--- src/rtl/fetch_unit.sv ---
// fetch_unit: instruction fetch stage owning the PC and IF/ID register; HALT_ON_ZERO_EN adds halt-on-zero-word
module fetch_unit #(
   parameter int ADDRESS_WIDTH = 12,
   parameter int DATA_WIDTH = 32,
   parameter logic [ADDRESS_WIDTH-1:0] RESET_PC = '0
) (
   input  logic                     clk,
   input  logic                     rst_n,
   input  logic                     stall,
   input  logic                     redirect,
   input  logic [ADDRESS_WIDTH-1:0] redirect_pc,
   output logic [ADDRESS_WIDTH-1:0] rom_addr,
   input  logic [DATA_WIDTH-1:0]    rom_data,
   output logic [DATA_WIDTH-1:0]    instr,
   output logic [ADDRESS_WIDTH-1:0] instr_pc,
   output logic                     instr_valid,
   output logic                     halted
);
`ifdef HALT_ON_ZERO_EN
   typedef enum logic [1:0] {BOOT, RUN, HALT} state_t;
`else
   typedef enum logic {BOOT, RUN} state_t;
`endif
   state_t state, state_d;
   logic [ADDRESS_WIDTH-1:0] pc, pc_d, instr_pc_d, target;
   logic [DATA_WIDTH-1:0] instr_d;
   logic valid_d;
   assign rom_addr = pc;
   assign target = redirect_pc & ~ADDRESS_WIDTH'(3);
`ifdef HALT_ON_ZERO_EN
   logic halted_d;
   // halt flag register, cleared only by reset or a redirect out of HALT
   always_ff @(posedge clk)
      halted <= !rst_n ? 1'b0 : halted_d;
`else
   assign halted = 1'b0;
`endif
   // state, PC and IF/ID register
   always_ff @(posedge clk) begin
      if (!rst_n) begin
         state <= BOOT;
         pc <= RESET_PC;
         instr <= '0;
         instr_pc <= '0;
         instr_valid <= 1'b0;
      end else begin
         state <= state_d;
         pc <= pc_d;
         instr <= instr_d;
         instr_pc <= instr_pc_d;
         instr_valid <= valid_d;
      end
   end
   // next-state: redirect beats stall beats normal capture
   always_comb begin
      state_d = state;
      pc_d = pc;
      instr_d = instr;
      instr_pc_d = instr_pc;
      valid_d = instr_valid;
`ifdef HALT_ON_ZERO_EN
      halted_d = halted;
`endif
      case (state)
         BOOT: begin
            state_d = RUN;
            if (redirect) pc_d = target;
         end
         RUN: begin
            if (redirect) begin
               pc_d = target;
               instr_d = '0;
               valid_d = 1'b0;
            end else if (!stall) begin
`ifdef HALT_ON_ZERO_EN
               if (rom_data == '0) begin
                  valid_d = 1'b0;
                  halted_d = 1'b1;
                  state_d = HALT;
               end else begin
                  instr_d = rom_data;
                  instr_pc_d = pc;
                  valid_d = 1'b1;
                  pc_d = pc + ADDRESS_WIDTH'(4);
               end
`else
               instr_d = rom_data;
               instr_pc_d = pc;
               valid_d = 1'b1;
               pc_d = pc + ADDRESS_WIDTH'(4);
`endif
            end
         end
`ifdef HALT_ON_ZERO_EN
         HALT: begin
            valid_d = 1'b0;
            if (redirect) begin
               pc_d = target;
               halted_d = 1'b0;
               state_d = RUN;
            end
         end
`endif
         default: state_d = BOOT;
      endcase
   end
endmodule

--- config.mk ---
export PLATFORM = sky130hd
export DESIGN_NAME = fetch_unit
export DESIGN_NICKNAME = d
export VERILOG_FILES = /design/src/rtl/fetch_unit.sv
export SDC_FILE = /design/constraint.sdc
export NUM_CORES = 1
export LEC_CHECK = 0
export BUFFER_PORTS_ARGS = -buffer_cell sky130_fd_sc_hd__buf_2
export CAP_MARGIN = 20
export CORE_MARGIN = 3
export CORE_UTILIZATION = 46
export DETAILED_ROUTE_END_ITERATION = 10
export PLACE_DENSITY_LB_ADDON = 0.3
export SLEW_MARGIN = 40
export SYNTH_ARGS = -nofsm -noshare
export SYNTH_HDL_FRONTEND = slang
export SYNTH_SLANG_ARGS = --single-unit
export TNS_END_PERCENT = 50
--- constraint.sdc ---
create_clock -name clk -period 1.7 [get_ports clk]
set_input_delay 0.34 -clock clk [delete_from_list [all_inputs] [get_ports clk]]
set_output_delay 0.34 -clock clk [all_outputs]
set_load 0.05 [all_outputs]
# Word-level counts from Yosys, hierarchy flattened
# Cells that the tools add are included.
# W data, S select, Z words.
# op_classes
n_addsub,1
eq_ne,3
mux,9
bitwise,3
reduce_logical,3
# op_table
op,n
$mux W32,2
$mux W12,3
$pmux W12 S2,1
$add A12 B3 Y12 const B,1
$reduce_and A2 Y1,2
$mux W1,3
$ne A3 B3 Y1 const B,1
$not A1 Y1,3
$reduce_and A3 Y1,1
$ne A2 B1 Y1 const B,1
$ne A2 B2 Y1 const B,1
# word_totals
regBits,58
inputBits,48
output_inout_bits,58
word_cells,24

# Logic depth before layout (Yosys ltp)
# logic_depth
ltp_word,4
mapped_depth,5
ltp_nobuf,4

# Least setup slack after synthesis
# Ideal clock, no wire load.
# synth_timing
path_kind,flip-flop to flip-flop
from,reg pc[2] (netlist: rom_addr[2])
to,reg pc[10] (netlist: rom_addr[10])
setup_time_ps,74
arrival_time_ps,1651
required_time_ps,1626
path_slack_ps,-25
path_stages_with_launch,5
path_buffers,0
period_less_slack_ps,1725
path_cell_list,dfxtp_1 ha_1 nand3b_2 or4_1 a31oi_1
# synth_via
elab_chain_len,4
# synth_rtl
item,line_no,rtl
from (decl),25,"logic [ADDRESS_WIDTH-1:0] pc, pc_d, instr_pc_d, target;"
from (signal assigned),48,pc <= pc_d;
$add A12 B3 Y12,90,pc_d = pc + ADDRESS_WIDTH'(4);
$mux W12,74,end else if (!stall) begin
$mux W12,70,if (redirect) begin
$pmux W12 S2,64,case (state)
# Every way passes these cells. The select of a mux whose other input is x is not followed.
# A chain may end at the register's enable or synchronous reset.

# Worst setup path after layout
# layout_timing
from,reg pc[4] (netlist: rom_addr[4])
to,out rom_addr[4]
# layout_rtl
item,line_no,rtl
to (decl),12,"output logic [ADDRESS_WIDTH-1:0] rom_addr,"
# No word-level cell between the ends.

==> impl_results.md <==
* Status: complete, no violations
* First-pass GRT wire length at 8860 um
* Core Box Area at 4820 sq um
* Clock Sinks at 54
* DRC viols at 0
* Synthesized area at 2330 sq um
* Static leakage at 1.33 nW
* Total number of yosys warnings at 0
* Final setup fails at 0
* Routability Congestion at 0.710
* Clock buffer depth at 2
* Syn Inst Count at 262
* Syn-to-layout area delta at 27.2%
* Final #Nets at 404
* Buf/Inv on CP at 1
* Seq/Total Area, Yosys at 46.4%
* Wirelength per Cell at 12.6 um
* Setup TNS at 0 ps
* DRT Pass-1 Iters at 4
* Initial Utilization at 48.4%
* Layout cells sized above 1 at 42.7%
* Vias in the first global route at 1964
* N_diodes at 0
* Tcrit/Tclk final at 88.0%
* DR iter-0 viols at 58
* Crit start category: flip-flop
* CP Data Arrival Time at 1160 ps
* EDFF count, synth at 0
* Chip Height at 77.2 um
* Max FO, Critical Path at 7
* Setup crit end kind: primary output
* Post-Place Worst Slack at 252 ps
* Via count at 2090
* Async set-reset flop share out of synthesis at 0%
* VDD IR max at 0.000443 V
* Library cells used by synthesis at 34
* Hpwl dp at 3810 um
* Initial antenna violation count at 0
* Pwr/cell area at 849 nW/um^2
* RSZ-0062 raised after global routing: no
* Skew-Pair Late Insertion Delay at 290 ps
* Crit-path cells: buf_2
* Setup Buffers After CTS at 0
* FMAX at 668 MHz
* Crit-path slowest cell: dfxtp_1
* CTS H-Tree Depth at 2
* Hold Fails Final Rpt at 0
* Vias per cell at 4.94
* Num CTS Buffers at 5
* Slowest stage delay, CP at 530 ps
* Synthesized flop and latch total at 54
* Syn_area_per_cell at 8.89 sq um
* Post-cts resize count at 0
* I/O Buffers at 98
* Min cycle time layout at 1500 ps
* Clk_skew at 4.44 ps
* Worst Path Required at 1360 ps
* Die area at 5950 sq um
* Dpl cell area at 2870 sq um
* GR Util All Layers at 17.9%
* Row count at 25
* CTS tree: built
* Slew Limit Fails at 0
* Chip width at 77.2 um
* Hold WC Path Type: in -> reg
* Ports at 106
* Max-Cap Viols at 0
* Post-route cell area at 2960 sq um
* Final ANT Viol Nets at 0
* Overflow after GRT at 0
* Main synth FF type: dfxtp_1
* Clk Tree Root Cell: clkbuf_8
* Clock Pin Slew Worst Setup and Hold Paths at 90 ps
* Crit-path leading delay family: flip-flops
* Final WS setup at 203 ps
* Hold buffers post-CTS at 0
* Final wirelength at 5340 um
* Largest net degree at the start of global routing at 40
* Crit path kind: reg -> out
==> worst paths after layout <==
| path | from | end | slack, ps | cells after the start |
|---|---|---|---|---|
| setup / recovery | rom_addr[4] | rom_addr[4] | 200 | 1 |
| hold / removal | rst_n | state | 240 | 1 |
| setup reg to reg | rom_addr[4] | rom_addr[10] | 260 | 3 |
| hold reg to reg | instr_pc[4] | instr_pc[4] | 460 | 2 |
==> cell families (layout without fill, tap and decap cells) <==
group	count (synthesis)	after routing	synth area share [%]
AOI/OAI and AO/OA	98	98	29.4
xor gates and xnor gates	2	2	0.752
adders and majority gates	1	1	0.537
buffers and inverters	29	119	6.01
DFF	54	54	46.4
muxes	1	1	0.430
other	1	5	0.161
and+or+nand+nor	76	76	16.3
==> metal layers <==
| layer | vias to the layer above | wire (um) | track usage, % | part of all wire, % |
|---|---|---|---|---|
| met4 | 0 | 42 | 4.80 | 0.79 |
| li1 | 1077 | - | - | - |
| met2 | 72 | 2420 | 28.8 | 45 |
| met3 | 4 | 445 | 5.63 | 8.3 |
| met5 | - | 0 | 0 | 0 |
| met1 | 937 | 2440 | 23.2 | 46 |
==> state kept, by name, indices dropped and copies added, names as in the netlist <==
| name | flops |
|---|---|
| instr | 32 |
| instr_pc | 10 |
| rom_addr | 10 |
| instr_valid | 1 |
| state | 1 |
==> power breakdown <==
| group | total [mW] | internal, mW | switching (mW) |
|---|---|---|---|
| clock | 0.714 | 0.329 | 0.385 |
| sequential | 1.35 | 1.31 | 0.0439 |
| combinational | 0.448 | 0.137 | 0.311 |
| total | 2.52 | 1.78 | 0.739 |
==> metrics by stage <==
stage / total power, mW / utilization (%) / instances / hold slack [ps]
2_1_floorplan: 1.70 / - / 266 / 368
3_3_place_gp: 1.83 / 59.6 / 415 / 440
3_5_place_dp: 1.83 / 59.6 / 415 / 444
4_1_cts: 2.55 / 61.5 / 423 / 226
5_1_grt: 2.64 / 61.5 / 423 / 246
6_report: 2.52 / 61.5 / 423 / 242
==> area by class of cell <==
cell class	count	area, sq um
clock buffer	7	86.3
clock inverter	1	5.00
fill	468	1850
inverter	5	18.8
multi-input combinational	183	1120
sequential	54	1080
tap	67	83.8
timing repair buffer	106	563
==> cells in the final DEF (no fill, tap or decap), types with 2 or more instances in the layout <==
master    Yosys  final
a211oi_1      5      5
a21bo_2      32     32
a21oi_1      42     42
a31oi_1       5      5
buf_2         6     98
buf_4         6      7
clkbuf_8      0      6
conb_1        1      5
dfxtp_1      54     52
dfxtp_2       0      2
inv_1         4      4
nand2_1      54     54
nor2_1        6      6
o21ai_0      10     10
o31ai_1       2      2
or3_1         4      4
or4_1         2      2
==> synthesized netlist by cell type, types with 2 or more instances <==
cell,count,area share [%]
dfxtp_1,54,46
nand2_1,54,8.7
a21oi_1,42,9.0
a21bo_2,32,14
clkbuf_1,11,1.8
o21ai_0,10,2.1
buf_2,6,1.3
buf_4,6,1.9
nor2_1,6,0.97
a211oi_1,5,1.6
a31oi_1,5,1.3
inv_1,4,0.64
or3_1,4,1.1
o31ai_1,2,0.64
or4_1,2,0.64
Note: power is estimated with default switching activity, not from simulation.
